===== src/rtl/proc_pkg.sv =====
// Shared processor datapath definitions: default bus width, destination count
// and the demux control-state encoding.
package proc_pkg;

    localparam int WIDTH         = 8;
    localparam int NDEST_DEFAULT = 4;

    typedef enum logic [1:0] {
        ST_IDLE,
        ST_WRITE,
        ST_BCAST
    } state_t;

endpackage


===== src/rtl/dest_reg.sv =====
// Destination holding register: WIDTH bits, synchronous active-high reset,
// loads d only in the cycle its strobe is high.
module dest_reg #(
    parameter int WIDTH = 8
) (
    input  logic             clk,
    input  logic             reset,
    input  logic             load,
    input  logic [WIDTH-1:0] d,
    output logic [WIDTH-1:0] q
);

    always_ff @(posedge clk) begin
        if (reset) begin
            q <= '0;
        end else if (load) begin
            q <= d;
        end
    end

endmodule


===== src/rtl/dest_demux.sv =====
// Registered 1-to-NDEST destination demultiplexer: accepts one bus word over
// valid/ready and writes it into one destination register or into all of them.
module dest_demux
    import proc_pkg::*;
#(
    parameter int WIDTH = proc_pkg::WIDTH,
    parameter int NDEST = NDEST_DEFAULT
) (
    input  logic                     clk,
    input  logic                     reset,
    input  logic [WIDTH-1:0]         in_data,
    input  logic [$clog2(NDEST)-1:0] in_sel,
    input  logic                     in_bcast,
    input  logic                     in_valid,
    output logic                     in_ready,
    output logic [NDEST-1:0]         out_load,
    output logic [NDEST*WIDTH-1:0]   dest_q,
    output logic                     done
);

    localparam int              SELW = $clog2(NDEST);
    localparam logic [SELW-1:0] LAST = SELW'(NDEST - 1);

    state_t            state_q;
    state_t            state_d;
    logic [SELW-1:0]   cnt;
    logic [SELW-1:0]   sel_q;
    logic [WIDTH-1:0]  hold_q;
    logic              done_q;
    logic              accept;

    // Strobes come only from registered state so downstream loads never see input glitches.
    always_comb begin
        state_d  = state_q;
        out_load = '0;
        unique case (state_q)
            ST_IDLE: begin
                if (in_valid && !reset) begin
                    state_d = in_bcast ? ST_BCAST : ST_WRITE;
                end
            end
            ST_WRITE: begin
                out_load = NDEST'(1) << sel_q;
                state_d  = ST_IDLE;
            end
            ST_BCAST: begin
                out_load = NDEST'(1) << cnt;
                if (cnt == LAST) begin
                    state_d = ST_IDLE;
                end
            end
            default: state_d = ST_IDLE;
        endcase
    end

    assign in_ready = (state_q == ST_IDLE) && !reset;
    assign accept   = in_valid && in_ready;
    assign done     = done_q;

    always_ff @(posedge clk) begin
        if (reset) begin
            state_q <= ST_IDLE;
            cnt     <= '0;
            hold_q  <= '0;
            sel_q   <= '0;
            done_q  <= 1'b0;
        end else begin
            state_q <= state_d;
            done_q  <= (state_q == ST_WRITE) || ((state_q == ST_BCAST) && (cnt == LAST));
            if (accept) begin
                hold_q <= in_data;
                sel_q  <= in_sel;
                cnt    <= '0;
            end
            // NDEST is a power of two, so the last broadcast step wraps cnt back to 0.
            if (state_q == ST_BCAST) begin
                cnt <= cnt + 1'b1;
            end
        end
    end

    for (genvar i = 0; i < NDEST; i++) begin : g_dest
        dest_reg #(
            .WIDTH(WIDTH)
        ) u_dest_reg (
            .clk   (clk),
            .reset (reset),
            .load  (out_load[i]),
            .d     (hold_q),
            .q     (dest_q[i*WIDTH +: WIDTH])
        );
    end

endmodule


===== config.mk =====
export PLATFORM = sky130hd
export DESIGN_NAME = dest_demux
export DESIGN_NICKNAME = d
export VERILOG_FILES = /design/src/rtl/proc_pkg.sv /design/src/rtl/dest_reg.sv /design/src/rtl/dest_demux.sv
export SDC_FILE = /design/constraint.sdc
export NUM_CORES = 1
export LEC_CHECK = 0
export ABC_AREA = 1
export CORE_MARGIN = 4
export CORE_UTILIZATION = 48
export DETAILED_ROUTE_END_ITERATION = 8
export HOLD_SLACK_MARGIN = 0.02
export MAX_ROUTING_LAYER = met4
export PLACE_DENSITY = 0.81
export SYNTH_ARGS = -nofsm -noshare
export SYNTH_HDL_FRONTEND = slang
export SYNTH_SLANG_ARGS = --single-unit

===== constraint.sdc =====
create_clock -name clk -period 2 [get_ports clk]
set_input_delay 0.4 -clock clk [delete_from_list [all_inputs] [get_ports clk]]
set_output_delay 0.4 -clock clk [all_outputs]
set_load 0.03 [all_outputs]

[Word-level counts from Yosys, hierarchy flattened]
Index checks and enable logic that the tools add are counted.
Word-level totals
  input bits: 14
  output and inout port bits: 38
  logic and storage cells: 33
  bits in registers: 47
Operators by class
  muxes and demuxes: 7
  eq/ne operators: 5
  reduce and logical (&&, ||, !) cells: 9
  shifts and indexed selects: 2
  $add $sub $neg: 1
Operators by type and width (number)
  2-bit two-way mux: 5
  4-bit one-hot mux with 2 select lines: 1
  1-bit by 2-bit << shifter with 4-bit output (first input constant): 2
  2-bit equality test (second input constant): 2
  1-bit logical AND: 4
  2-bit one-hot mux with 2 select lines: 1
  2-bit by 1-bit adder with 2-bit output (second input constant): 1
  2-bit by 1-bit equality test with 1-bit output (second input constant): 1
  2-bit zero test: 1
  2-bit by 1-bit != test with 1-bit output (second input constant): 1
  2-bit != test (second input constant): 1
  2-bit AND reduction: 1
  2-bit nonzero test: 1
  1-bit zero test: 1
  1-bit logical OR: 1

[Longest topological paths before layout]
Gate-level depths: netlist of run 1.
  depth after elaboration: 5
  depth in mapped cells: 10
  gate-level depth less buffers: 9

[Hierarchy]
Synthesis of run 1 repeated with hierarchy kept, for this count alone.
Second synthesis, totals
  cells, all modules: 299
  area, all modules: 2073.2 um2
Modules (own cells, without submodules)
  dest_reg: cells each 51, instances 4, area each 341.6 um2, seq. area each 160.2 um2
  dest_demux: cells each 95, instances 1, area each 706.9 um2, seq. area each 300.3 um2

[Worst setup path after synthesis of run 1]
No wires, ideal clock.
  path type: register to output
  from: register state_q[0]
  to: output port out_load[0]
  data required time: 1.600 ns
  buffers on the path: 2
  arrival time: 1.461 ns
  path slack: 0.139 ns
  stages on the path, launching flop included: 7
  cell sequence: dfxtp_1 > inv_1 > ha_1 > o21ai_2 > nor2_4 > buf_6 > buf_4
On the way
  longest elaborated chain between the ends: 2
  elaborated cells between the ends (all ways): 3
  classes of those cells: eq/ne: 2; mux: 1
Ends and longest elaborated chain
  from (decl): RTL line dest_demux.sv:24  | state_t state_q;
  from (signal assigned): RTL line dest_demux.sv:68  | state_q <= state_d;
  2-bit equality test / 2-bit by 1-bit equality test with 1-bit output (equally long branches): RTL line dest_demux.sv:36  | unique case (state_q)
  4-bit one-hot mux with 2 select lines *: RTL line dest_demux.sv:36
  to (decl): RTL line dest_demux.sv:16  | output logic [NDEST-1:0] out_load,
Every way passes the cells marked *; elsewhere a longest branch is shown, timed or not.

[Worst setup path after layout of run 1]
Same ends and word-level chain as after synthesis.

==> results of run 1 <==
-- layer usage --
layer  routed length [microns]  share of wire
met1                      1860           0.43
met2                      2080           0.48
met3                       301          0.070
met4                        76          0.018
met5                         0              0
-- power by group through the flow --
stage | Sequential (mW) | Clock [mW] | Combinational [mW]
final | 1.31 | 0.690 | 2.20
after global routing | 1.35 | 0.758 | 2.43
after CTS | 1.31 | 0.705 | 2.20
after detailed placement | 1.33 | 0 | 2.12
after global placement | 1.31 | 0 | 2.08
after floorplan | 1.65 | 0 | 1.18
-- final cells by class --
type / count / area [sq um] / area share
tap: 50 / 62.6 / 0.0233
clock buffer: 5 / 68.8 / 0.0257
timing repair buffer: 60 / 586 / 0.218
multi-input combinational: 190 / 911 / 0.340
sequential: 47 / 943 / 0.352
inverter: 17 / 66.3 / 0.0247
clock inverter: 3 / 43.8 / 0.0163
-- logic make-up (layout without fill, tap and decap cells) --
kind of cell               Yosys count  after routing  synth area share
DFF                                 47             47             0.474
adders and majority gates            5              5            0.0315
buffers and inverters               32             85            0.0800
AOI/OAI and AO/OA                   25             25            0.0649
and+or+nand+nor                    160            160             0.350
-- path summary, 6_finish.rpt --
check,cells past startpoint,to
worst min-delay path,2,sel_q[1]
worst max-delay path,7,out_load[0]
worst max register to register,10,g_dest[0].u_dest_reg.q[6]
worst min register to register,2,sel_q[1]
-- timing repair --
item,4_1_cts,5_1_grt
hold endpoints to repair,0,0
setup buffers,0,0
gates resized for setup,5,4
hold buffers,0,0
endpoints found under the setup margin,4,4
-- critical path, cell delays in order (launching register included) --
cell     delay (ps)
dfxtp_2         340
inv_4            90
ha_4            180
inv_2            50
nand2_1         100
nand3_2         140
nor2_4          140
buf_4           170
-- state kept, by name (all words and copies together) (netlist names) --
register	count
state_q	2
done	1
sel_q	2
hold_q	8
cnt	2
g_dest.u_dest_reg.q	32
-- synth_stat cells --
| master | instances | area (sq um) |
|---|---|---|
| nor2_1 | 69 | 259 |
| nand2_1 | 63 | 236 |
| dfxtp_1 | 47 | 941 |
| nand4_1 | 16 | 100 |
| inv_1 | 15 | 56.3 |
| a21oi_1 | 12 | 60.1 |
| o21ai_0 | 12 | 60.1 |
| buf_4 | 5 | 37.5 |
| ha_1 | 5 | 62.6 |
| buf_2 | 4 | 20.0 |
| nand3_1 | 4 | 20.0 |
| nor2_4 | 4 | 45.0 |
| clkbuf_1 | 3 | 11.3 |
| buf_6 | 2 | 22.5 |
| nand2_2 | 2 | 12.5 |
| buf_1 | 1 | 3.75 |
| clkinv_1 | 1 | 3.75 |
| inv_2 | 1 | 3.75 |
| nand2_4 | 1 | 11.3 |
| nand3_2 | 1 | 10.0 |
| o21ai_2 | 1 | 8.76 |
==> results.json, run 1 <==
{
  "synth_cells": 269,
  "cp-startpoint": "state_q[0]",
  "ys_warn_count": 0,
  "post-route-period-util": 0.953,
  "grtUsageMet2": 0.308,
  "timing.hold.ws_ps": 477,
  "synth_seq_cells": 47,
  "grt_pass1_wl_microns": 7570,
  "tns_ps": 0,
  "status": "finished clean",
  "avgViaCountPerCell": 4.88,
  "syn_area_per_cell_sq_um": 7.38,
  "synth.cell_area_sq_um": 1990,
  "layout_commonest_cell": "nor2_1",
  "irDropWorstVdd_mv": 0.719,
  "max-cap-violations": 0,
  "p_sw_frac": 0.432,
  "finish.instance_area_sq_um": 2680,
  "critPathMaxFanout": 6,
  "drcViolationCount": 0,
  "tightest_slew_ps": 312,
  "fin_util": 0.670,
  "area_delta_synth_final_pct": 35.0,
  "r2r_slack_ps": 480,
  "layout-drive-gt1-share": 0.115,
  "yosysSeqAreaShare": 0.474,
  "crit_type": "flip-flop to output pin",
  "internal_power_mw": 2.39,
  "ant_nets": 0,
  "cts_tree": "done",
  "placed_cells": 364,
  "pwr-share-comb": 0.523,
  "dp_hpwl_microns": 3130,
  "antenna_found_initial": 0,
  "r2r_start": "state_q[0]",
  "p_switching_mw": 1.81,
  "syn-num-nets": 288,
  "fin_nets": 340,
  "maxSlewHeadroom": 0.791,
  "setup_viol": 0,
  "max_freq_ghz": 0.525,
  "fin_skew_ps": 5.32,
  "power_density_nw_per_um2": 1570,
  "endpoint_kind": "output pin",
  "grtUsageMet1": 0.218,
  "clk_pin_slew_ps": 80,
  "clkLatencyLatePin_ps": 300,
  "dr.pass1.iters": 5,
  "p_leak_nw": 1.10,
  "portBuffers": 51,
  "vias": 1814,
  "root_buffer": "clkbuf_8",
  "layout_setup_ws_ps": 93.4,
  "core_area_sq_um": 4000,
  "hold_viol": 0,
  "grt_pass1_vias": 1681,
  "cts_sinks": 47,
  "post-route-min-period_ps": 1910,
  "start_kind": "flip-flop",
  "seq_power_share": 0.312,
  "synthDistinctLibCells": 21,
  "wl_per_cell_microns": 11.6,
  "pwr-share-clk": 0.164,
  "fp.dieW_microns": 72.3,
  "io_pins": 52,
  "fill_cells": 365,
  "top_usage_layer": "met2",
  "hp-start": "sel_q[1]",
  "use_met3": 0.0554,
  "dieArea_sq_um": 5230,
  "slew_violations": 0,
  "mostFrequentLayoutCells": "69 x nor2_1, 63 x nand2_1, 46 x clkdlybuf4s50_1, 45 x dfxtp_1, 16 x nand4_1",
  "dp_slack_ps": 160,
  "routed_wl_microns": 4320,
  "htree_levels": 2,
  "gp_congestion": 0.794,
  "drtIter0Drc": 77,
  "clockBufferDepth": 2,
  "grt_usage": 0.190,
  "min_path_type": "flip-flop to flip-flop",
  "rsz0062_at_grt": "no",
  "diodes": 0,
  "die_h_microns": 72.3,
  "placed_cell_area_sq_um": 2530,
  "grt_max_degree": 46,
  "cp.arrival_ps": 1510,
  "final_cells": 372,
  "cts_buffers": 5,
  "totalPowerFinal_mw": 4.20,
  "grt.overflow.total": 0,
  "placementRows": 23,
  "initial_utilization": 0.496,
  "required_ps": 1600
}
(Power assumes the default switching activity.)
==> run 2: changes to the inputs <==
--- a/config.mk
+++ b/config.mk
@@ -6,6 +6,7 @@
 export NUM_CORES = 1
 export LEC_CHECK = 0
 export ABC_AREA = 1
+export CAP_MARGIN = 20
 export CORE_MARGIN = 4
 export CORE_UTILIZATION = 48
 export DETAILED_ROUTE_END_ITERATION = 8
==> results of run 2 <==
Same layout as run 1: the final DEF is identical, and so are final timing and power.
